## src/rtl/csr_wb_unit.sv

```systemverilog
// Machine-mode CSR file committing WB-stage CSR writes/mret, serving the EX read port with
// bypass, taking timer/external interrupts and sleeping on WFI. Counters guarded by CSR_COUNTER_EN.
module csr_wb_unit #(
  parameter logic [31:0] MTVEC_RST = 32'h0000_0000,
  parameter logic [31:0] HART_ID   = 32'h0000_0000
) (
  input  logic        clk,
  input  logic        rst_n,
  input  logic        stall,
  input  logic        csr_we_i,
  input  logic        csr_ret_i,
  input  logic [11:0] csr_waddr_i,
  input  logic [31:0] csr_wdata_i,
  input  logic        retire_i,
  input  logic [11:0] csr_raddr_i,
  output logic [31:0] csr_rdata_o,
  input  logic [31:0] pc_i,
  input  logic        wfi_i,
  input  logic        timer_irq_i,
  input  logic        ext_irq_i,
  output logic        redirect_o,
  output logic [31:0] redirect_pc_o,
  output logic        sleep_o
);

  localparam logic [11:0] A_MSTATUS  = 12'h300;
  localparam logic [11:0] A_MIE      = 12'h304;
  localparam logic [11:0] A_MTVEC    = 12'h305;
  localparam logic [11:0] A_MEPC     = 12'h341;
  localparam logic [11:0] A_MCAUSE   = 12'h342;
  localparam logic [11:0] A_MIP      = 12'h344;
  localparam logic [11:0] A_MHARTID  = 12'hF14;
  localparam logic [11:0] A_MCYCLE   = 12'hB00;
  localparam logic [11:0] A_MCYCLEH  = 12'hB80;
  localparam logic [11:0] A_MINSTR   = 12'hB02;
  localparam logic [11:0] A_MINSTRH  = 12'hB82;
  localparam logic [11:0] A_CYCLE    = 12'hC00;
  localparam logic [11:0] A_CYCLEH   = 12'hC80;
  localparam logic [11:0] A_INSTRET  = 12'hC02;
  localparam logic [11:0] A_INSTRETH = 12'hC82;

  typedef enum logic [1:0] {
    ST_RUN   = 2'd0,
    ST_SLEEP = 2'd1,
    ST_TRAP  = 2'd2
  } state_e;

  state_e      state_r;
  logic        sleep_r;
  logic        trap_r;
  logic        mst_mie_r;
  logic        mst_mpie_r;
  logic        mtie_r;
  logic        meie_r;
  logic [29:0] mtvec_r;
  logic [29:0] mepc_r;
  logic [31:0] mcause_r;

  logic        wr_s;
  logic        ret_s;
  logic        ext_s;
  logic        pend_s;
  logic        take_s;
  logic [31:0] mstatus_s;
  logic [31:0] mie_s;
  logic [31:0] mip_s;
  logic [31:0] rd_s;
  logic [1:0]  unused_pc_s;

  assign wr_s        = csr_we_i & ~stall;
  assign ret_s       = csr_ret_i & ~stall;
  assign ext_s       = ext_irq_i & meie_r;
  assign pend_s      = ext_s | (timer_irq_i & mtie_r);
  assign take_s      = pend_s & mst_mie_r & (state_r == ST_RUN) & ~csr_ret_i;
  assign unused_pc_s = pc_i[1:0];

  assign mstatus_s = {19'd0, 2'b11, 3'd0, mst_mpie_r, 3'd0, mst_mie_r, 3'd0};
  assign mie_s     = {20'd0, meie_r, 3'd0, mtie_r, 7'd0};
  assign mip_s     = {20'd0, ext_irq_i, 3'd0, timer_irq_i, 7'd0};

  // Commit of WB writes, then mret, then trap entry; later assignments take precedence.
  always_ff @(posedge clk or negedge rst_n) begin
    if (!rst_n) begin
      mst_mie_r  <= 1'b0;
      mst_mpie_r <= 1'b0;
      mtie_r     <= 1'b0;
      meie_r     <= 1'b0;
      mtvec_r    <= MTVEC_RST[31:2];
      mepc_r     <= 30'd0;
      mcause_r   <= 32'd0;
    end else begin
      if (wr_s) begin
        case (csr_waddr_i)
          A_MSTATUS: begin
            mst_mie_r  <= csr_wdata_i[3];
            mst_mpie_r <= csr_wdata_i[7];
          end
          A_MIE: begin
            mtie_r <= csr_wdata_i[7];
            meie_r <= csr_wdata_i[11];
          end
          A_MTVEC:  mtvec_r  <= csr_wdata_i[31:2];
          A_MEPC:   mepc_r   <= csr_wdata_i[31:2];
          A_MCAUSE: mcause_r <= csr_wdata_i;
          default: ;
        endcase
      end
      if (ret_s) begin
        mst_mie_r  <= mst_mpie_r;
        mst_mpie_r <= 1'b1;
      end
      if (take_s) begin
        mepc_r     <= pc_i[31:2];
        mcause_r   <= ext_s ? {1'b1, 27'd0, 4'd11} : {1'b1, 27'd0, 4'd7};
        mst_mpie_r <= mst_mie_r;
        mst_mie_r  <= 1'b0;
      end
    end
  end

  // Run/sleep/trap sequencing with the trap redirect and sleep flags registered alongside.
  always_ff @(posedge clk or negedge rst_n) begin
    if (!rst_n) begin
      state_r <= ST_RUN;
      sleep_r <= 1'b0;
      trap_r  <= 1'b0;
    end else begin
      case (state_r)
        ST_RUN: begin
          if (take_s) begin
            state_r <= ST_TRAP;
            trap_r  <= 1'b1;
            sleep_r <= 1'b0;
          end else if (wfi_i && !stall && !pend_s) begin
            state_r <= ST_SLEEP;
            trap_r  <= 1'b0;
            sleep_r <= 1'b1;
          end else begin
            state_r <= ST_RUN;
            trap_r  <= 1'b0;
            sleep_r <= 1'b0;
          end
        end
        ST_SLEEP: begin
          trap_r <= 1'b0;
          if (pend_s) begin
            state_r <= ST_RUN;
            sleep_r <= 1'b0;
          end else begin
            state_r <= ST_SLEEP;
            sleep_r <= 1'b1;
          end
        end
        ST_TRAP: begin
          state_r <= ST_RUN;
          trap_r  <= 1'b0;
          sleep_r <= 1'b0;
        end
        default: begin
          state_r <= ST_RUN;
          trap_r  <= 1'b0;
          sleep_r <= 1'b0;
        end
      endcase
    end
  end

`ifdef CSR_COUNTER_EN
  logic [63:0] mcycle_r;
  logic [63:0] minstret_r;

  // 64-bit counters; a write to either half replaces that cycle's increment.
  always_ff @(posedge clk or negedge rst_n) begin
    if (!rst_n) begin
      mcycle_r   <= 64'd0;
      minstret_r <= 64'd0;
    end else begin
      if (wr_s && (csr_waddr_i == A_MCYCLE)) begin
        mcycle_r[31:0] <= csr_wdata_i;
      end else if (wr_s && (csr_waddr_i == A_MCYCLEH)) begin
        mcycle_r[63:32] <= csr_wdata_i;
      end else begin
        mcycle_r <= mcycle_r + 64'd1;
      end
      if (wr_s && (csr_waddr_i == A_MINSTR)) begin
        minstret_r[31:0] <= csr_wdata_i;
      end else if (wr_s && (csr_waddr_i == A_MINSTRH)) begin
        minstret_r[63:32] <= csr_wdata_i;
      end else if (retire_i && !stall) begin
        minstret_r <= minstret_r + 64'd1;
      end else begin
        minstret_r <= minstret_r;
      end
    end
  end
`else
  logic unused_retire_s;
  assign unused_retire_s = retire_i;
`endif

  // Architectural read mux; unimplemented addresses read zero.
  always_comb begin
    rd_s = 32'd0;
    case (csr_raddr_i)
      A_MSTATUS: rd_s = mstatus_s;
      A_MIE:     rd_s = mie_s;
      A_MTVEC:   rd_s = {mtvec_r, 2'b00};
      A_MEPC:    rd_s = {mepc_r, 2'b00};
      A_MCAUSE:  rd_s = mcause_r;
      A_MIP:     rd_s = mip_s;
      A_MHARTID: rd_s = HART_ID;
`ifdef CSR_COUNTER_EN
      A_MCYCLE, A_CYCLE:     rd_s = mcycle_r[31:0];
      A_MCYCLEH, A_CYCLEH:   rd_s = mcycle_r[63:32];
      A_MINSTR, A_INSTRET:   rd_s = minstret_r[31:0];
      A_MINSTRH, A_INSTRETH: rd_s = minstret_r[63:32];
`endif
      default:   rd_s = 32'd0;
    endcase
  end

  // EX read port: a committing WB write to the same address is forwarded.
  always_comb begin
    csr_rdata_o = rd_s;
    if (wr_s && (csr_waddr_i == csr_raddr_i)) begin
      if ((csr_raddr_i == A_MTVEC) || (csr_raddr_i == A_MEPC)) begin
        csr_rdata_o = {csr_wdata_i[31:2], 2'b00};
      end else begin
        csr_rdata_o = csr_wdata_i;
      end
    end else begin
      csr_rdata_o = rd_s;
    end
  end

  // mret redirects in its commit cycle; trap redirect follows one cycle after the take.
  always_comb begin
    redirect_pc_o = 32'd0;
    if (ret_s) begin
      redirect_pc_o = {mepc_r, 2'b00};
    end else if (trap_r) begin
      redirect_pc_o = {mtvec_r, 2'b00};
    end else begin
      redirect_pc_o = 32'd0;
    end
  end

  assign redirect_o = trap_r | ret_s;
  assign sleep_o    = sleep_r;

endmodule

```

## config.mk

```make
export PLATFORM = sky130hd
export DESIGN_NAME = csr_wb_unit
export DESIGN_NICKNAME = d
export VERILOG_FILES = /design/src/rtl/csr_wb_unit.sv
export SDC_FILE = /design/constraint.sdc
export NUM_CORES = 1
export LEC_CHECK = 0
export ABC_CLOCK_PERIOD_IN_PS = 2300
export BUFFER_PORTS_ARGS = -buffer_cell sky130_fd_sc_hd__buf_2
export CAP_MARGIN = 20
export CORE_UTILIZATION = 53
export CTS_BUF_LIST = sky130_fd_sc_hd__clkbuf_16
export DETAILED_ROUTE_END_ITERATION = 10
export HOLD_SLACK_MARGIN = 0.12
export MAX_ROUTING_LAYER = met4
export PLACE_DENSITY = 0.92
export SLEW_MARGIN = 0
export SYNTH_ARGS = -nofsm -noshare
export SYNTH_HDL_FRONTEND = slang
export SYNTH_SLANG_ARGS = --single-unit
```

## constraint.sdc

```tcl
create_clock -name clk -period 2.3 [get_ports clk]
set_input_delay 0.115 -clock clk [delete_from_list [all_inputs] [get_ports clk]]
set_output_delay 0.115 -clock clk [all_outputs]
set_load 0.05 [all_outputs]
```

## Word-level counts from Yosys, hierarchy flattened

Index checks and enable logic that the tools add are counted.

| cells by class | value |
|---|---|
| eq/ne operators | 13 |
| muxes and demuxes | 30 |
| bitwise operators | 11 |
| reduce and logical (&&, ||, !) cells | 17 |

Operators with widths:

| cell | count |
|---|---|
| $mux W32 | 6 |
| $pmux W32 S6 | 1 |
| $eq A12 B10 Y1 const B | 11 |
| $mux W30 | 3 |
| $mux W1 | 15 |
| $eq A12 B12 Y1 | 1 |
| $reduce_and A2 Y1 | 5 |
| $and A1 B1 Y1 | 7 |
| $reduce_bool A2 Y1 | 3 |
| $reduce_bool A3 Y1 | 2 |
| $mux W2 | 2 |
| $mux W4 | 1 |
| $pmux W2 S2 | 1 |
| $logic_and A1 B1 Y1 | 3 |
| $eq A2 B1 Y1 const B | 1 |
| $logic_not A1 Y1 | 2 |
| $logic_not A2 Y1 | 1 |
| $not A1 Y1 | 2 |
| $or A1 B1 Y1 | 2 |
| $pmux W1 S2 | 1 |
| $logic_or A1 B1 Y1 | 1 |

| storage, ports and cells | value |
|---|---|
| register bits after elaboration | 100 |
| bits of input ports | 97 |
| output and inout bits | 66 |
| word-level logic and storage cells | 81 |

## Logic depth before layout (Yosys ltp)

| depth | value |
|---|---|
| word-level depth | 7 |
| depth in mapped cells | 8 |
| gate-level depth less buffers | 5 |

## Worst setup path after synthesis

Ideal clock, no wire load.

| timing path | value |
|---|---|
| kind | input to output |
| start | input csr_raddr_i[6] |
| end | output csr_rdata_o[30] |
| data arrival time | 2.304 ns |
| path slack | -0.119 ns |
| cell stages on the path | 7 |
| buffers on the path | 3 |
| cells stage by stage | nor2b_1 buf_2 and3b_1 buf_2 clkbuf_1 a21oi_1 o31ai_1 |

| between the ends | value |
|---|---|
| longest elaborated chain between the ends | 3 |

Ends and longest elaborated chain:

| what | line | text |
|---|---|---|
| start, declared | 15 | `input logic [11:0] csr_raddr_i,` |
| $eq A12 B10 Y1 / $eq A12 B12 Y1 (equally long branches) | 204, 225 |  |
| $pmux W32 S6 / $logic_and A1 B1 Y1 (equally long branches) | 204, 225 |  |
| $mux W32 * | 225 | `if (wr_s && (csr_waddr_i == csr_raddr_i)) begin` |
| end, declared | 16 | `output logic [31:0] csr_rdata_o,` |

Every way passes the cells marked *; elsewhere a longest branch is shown, timed or not.

## Worst setup path after layout

| timing path | value |
|---|---|
| start | input csr_raddr_i[6] |
| end | output csr_rdata_o[24] |

Same word-level chain as after synthesis.

==> impl_metrics.env <==
export IMPL_async_flop_share_pct=100
export IMPL_synth_seq_cells=98
export IMPL_drv_slew=0
export IMPL_synth_distinct_cells=47
export IMPL_route_detailed_drc=0
export IMPL_rows=37
export IMPL_die_width_um=107
export IMPL_maxCapViolations=0
export IMPL_wl_per_cell_um=19.1
export IMPL_hpwl_um=11800
export IMPL_port_buffer_count=157
export IMPL_ant_nets=0
export IMPL_die_y_um=107
export IMPL_h_tree_depth=3
export IMPL_outcome="finished, final reports clean"
export IMPL_vias_per_cell=6.13
export IMPL_clkSinkCount=98
export IMPL_worstPathRequired_ns=2.18
export IMPL_yosysTopAreaCell="dfrtp_1"
export IMPL_clk_latency_ns=0.35
export IMPL_worstHoldStart="timer_irq_i"
export IMPL_pin_count=163
export IMPL_clock_fmax_mhz=452
export IMPL_setup_viol=0
export IMPL_syn_area_per_cell_sq_um=8.61
export IMPL_slowest_delay_ns=0.60
export IMPL_gp_congestion=0.916
export IMPL_grt_pass1_vias=6288
export IMPL_synth_common_cells="nand2_1 (185), dfrtp_1 (98), nor2_1 (40), o21ai_0 (35)"
export IMPL_cts_tree="yes"
export IMPL_p_leak_nw=3.60
export IMPL_hold_path_class="in -> reg"
export IMPL_arrival_ns=2.10
export IMPL_min_path_cells=3
export IMPL_dieArea_sq_um=11400
export IMPL_grt_first_pass_wirelength_um=30800
export IMPL_syn2layout_area_growth_pct=33.3
export IMPL_vias=6270
export IMPL_numCtsBuffers=9
export IMPL_track_usage_pct=35.8
export IMPL_finalHoldViolations=0
export IMPL_reg2regPathDepth=5
export IMPL_fill_cells=737
export IMPL_root_buffer="clkbuf_16"
export IMPL_regArea_sq_um=2450
export IMPL_synth_edf_count=0
export IMPL_grt_setup_unrepaired="false"
export IMPL_grt_start_max_net_pins=68
export IMPL_cts_buffer_depth=2
export IMPL_post_route_util_pct=73.9
export IMPL_worstReg2RegEnd="mepc_r[3]"
export IMPL_path_delay_family="simple AND/OR/NAND/NOR gates"
export IMPL_yosysWarningCount=0
export IMPL_ir_drop_v=0.000380
export IMPL_worstMarginPinSlew_ns=0.757
export IMPL_core_area_sq_um=10500
export IMPL_nNetsFinal=979
export IMPL_multi_input_area_sq_um=3050
export IMPL_antenna_found_initial=0
export IMPL_path_cells="buf_2 -> nor2b_1 -> and3b_1 -> nor4_1 -> nor3_4 -> buf_8 -> a22o_1 -> clkbuf_4"
export IMPL_start_util_pct=55.5
export IMPL_yosys_cell_count_top_type="nand2_1"
export IMPL_finalWorstPathRequiredPeriod_ns=2.21
export IMPL_path_max_fanout=15
export IMPL_synthesis_area_sq_um=5800
export IMPL_tns_ns=0
export IMPL_regToRegSetupSlack_ns=0.28
export IMPL_startpoint_type="input pin"
export IMPL_synthCells=674
export IMPL_place_inst=941
export IMPL_end_kind="output pin"
export IMPL_skew_ns=0.0105
export IMPL_slew_headroom_pct=49.5
export IMPL_cpMaxStageDelayCell="nor4_1"
export IMPL_power_density_nw_per_um2=461
export IMPL_criticalPathCategory="in -> out"
export IMPL_wl_um=19500
export IMPL_synth_top_area_share_pct=42.3
export IMPL_seq_area_frac_synth_pct=42.3
export IMPL_holdPathEnd="state_r[0]"
export IMPL_overflow=0
export IMPL_yosys_top_cells_area="dfrtp_1 (42%), nand2_1 (12%), mux2_2 (6.4%)"
export IMPL_drt_pre_antenna_iters=6
export IMPL_ys_dominant_reg_cell="dfrtp_1"
export IMPL_reg2reg_from="state_r[0]"
export IMPL_final_layout_size_suffix_gt1_share_pct=28.7
export IMPL_final_cells=1023
export IMPL_critPathBufInv=3
export IMPL_clk_pin_slew_worst_paths_ns=0.07
export IMPL_fin_crit_sh_pct=96.2
export IMPL_drtIter0Drc=746
export IMPL_diodes=0
where the power goes:
group          internal, mW  switching [mW]  total (mW)  leakage (nW)
clock network         0.744           0.696        1.44         0.136
logic                 0.187           0.210       0.397          2.11
registers              1.73         0.00324        1.73          1.35
total                  2.66           0.908        3.57          3.60
flip-flops by register name, summed over array words and instances, names as in the netlist:
register    count
mcause_r       32
mepc_r         30
mtvec_r        30
state_r         2
meie_r          1
mst_mie_r       1
mst_mpie_r      1
mtie_r          1
worst max path at each step:
stage                   start                 to  slack (ns)  cells after the start
2_1_floorplan      state_r[1]  redirect_pc_o[22]        0.28                      4
5_1_grt        csr_raddr_i[3]    csr_rdata_o[10]       0.008                      9
6_report       csr_raddr_i[6]    csr_rdata_o[24]        0.09                      8
3_3_place_gp   csr_raddr_i[3]    csr_rdata_o[16]       -0.04                      6
4_1_cts        csr_raddr_i[3]    csr_rdata_o[17]        0.03                      9
3_5_place_dp   csr_raddr_i[3]    csr_rdata_o[17]        0.04                      9
per-stage QoR:
stage / power (mW) / hold slack, ns / cell area, sq um / setup slack, ns
2_1_floorplan: 1.87 / -0.181 / 5810 / 0.276
3_3_place_gp: 2.05 / 0.112 / 6760 / -0.0377
3_5_place_dp: 2.06 / 0.121 / 6780 / 0.0363
4_1_cts: 3.57 / 0.140 / 7720 / 0.0312
5_1_grt: 3.67 / 0.152 / 7730 / 0.00769
6_report: 3.57 / 0.156 / 7730 / 0.0874
timing repair:
action                                  4_1_cts  5_1_grt
endpoints found under the setup margin        0       22
endpoints found under the hold margin       132        0
hold buffers                                 66        0
buffers inserted                              0        0
gates resized for setup                       0        6
logic make-up (layout without fill, tap and decap cells):
kind of cell | Yosys count | after routing | share of synthesized area [%]
other | 1 | 2 | 0.0646
flip-flops | 98 | 98 | 42.3
XOR/XNOR | 12 | 12 | 1.81
multiplexers | 36 | 36 | 6.92
AND/OR/NAND/NOR | 267 | 267 | 20.2
AO/OA/AOI/OAI | 195 | 195 | 22.9
buffers and inverters | 65 | 277 | 5.82
worst register-to-register path, cell delays in order (launching register included):
cell and delay [ns]:
dfrtp_1 0.42, nor4b_1 0.58, nand2_2 0.12, buf_4 0.36, nor2_1 0.31, a31oi_1 0.08
layer usage:
| layer | vias up | global-route usage [%] | part of all wire [%] |
|---|---|---|---|
| met3 | 63 | 6.08 | 10 |
| met1 | 2972 | 43.1 | 38 |
| met4 | 0 | 16.2 | 2.8 |
| li1 | 2795 | - | - |
| met5 | - | - | 0 |
| met2 | 440 | 59.2 | 49 |
area by class of cell:
cell class | count | share of cell area (%)
Multi-Input combinational cell | 512 | 39.5
Sequential cell | 98 | 31.7
Timing Repair Buffer | 257 | 22.8
Clock buffer | 9 | 2.91
Tap cell | 136 | 2.20
Clock inverter | 7 | 0.680
Inverter | 4 | 0.194
placed cells by master (no fill, tap or decap), types with 30 or more instances in the layout:
cell type	n
buf_2	152
a22oi_1	31
a22o_1	30
dfrtp_1	98
nand2_1	184
mux2_2	33
o21ai_0	33
a21oi_1	33
a31oi_1	31
nor2_1	39
dlygate4sd3_1	66
Power figures use the tool's default switching activity.
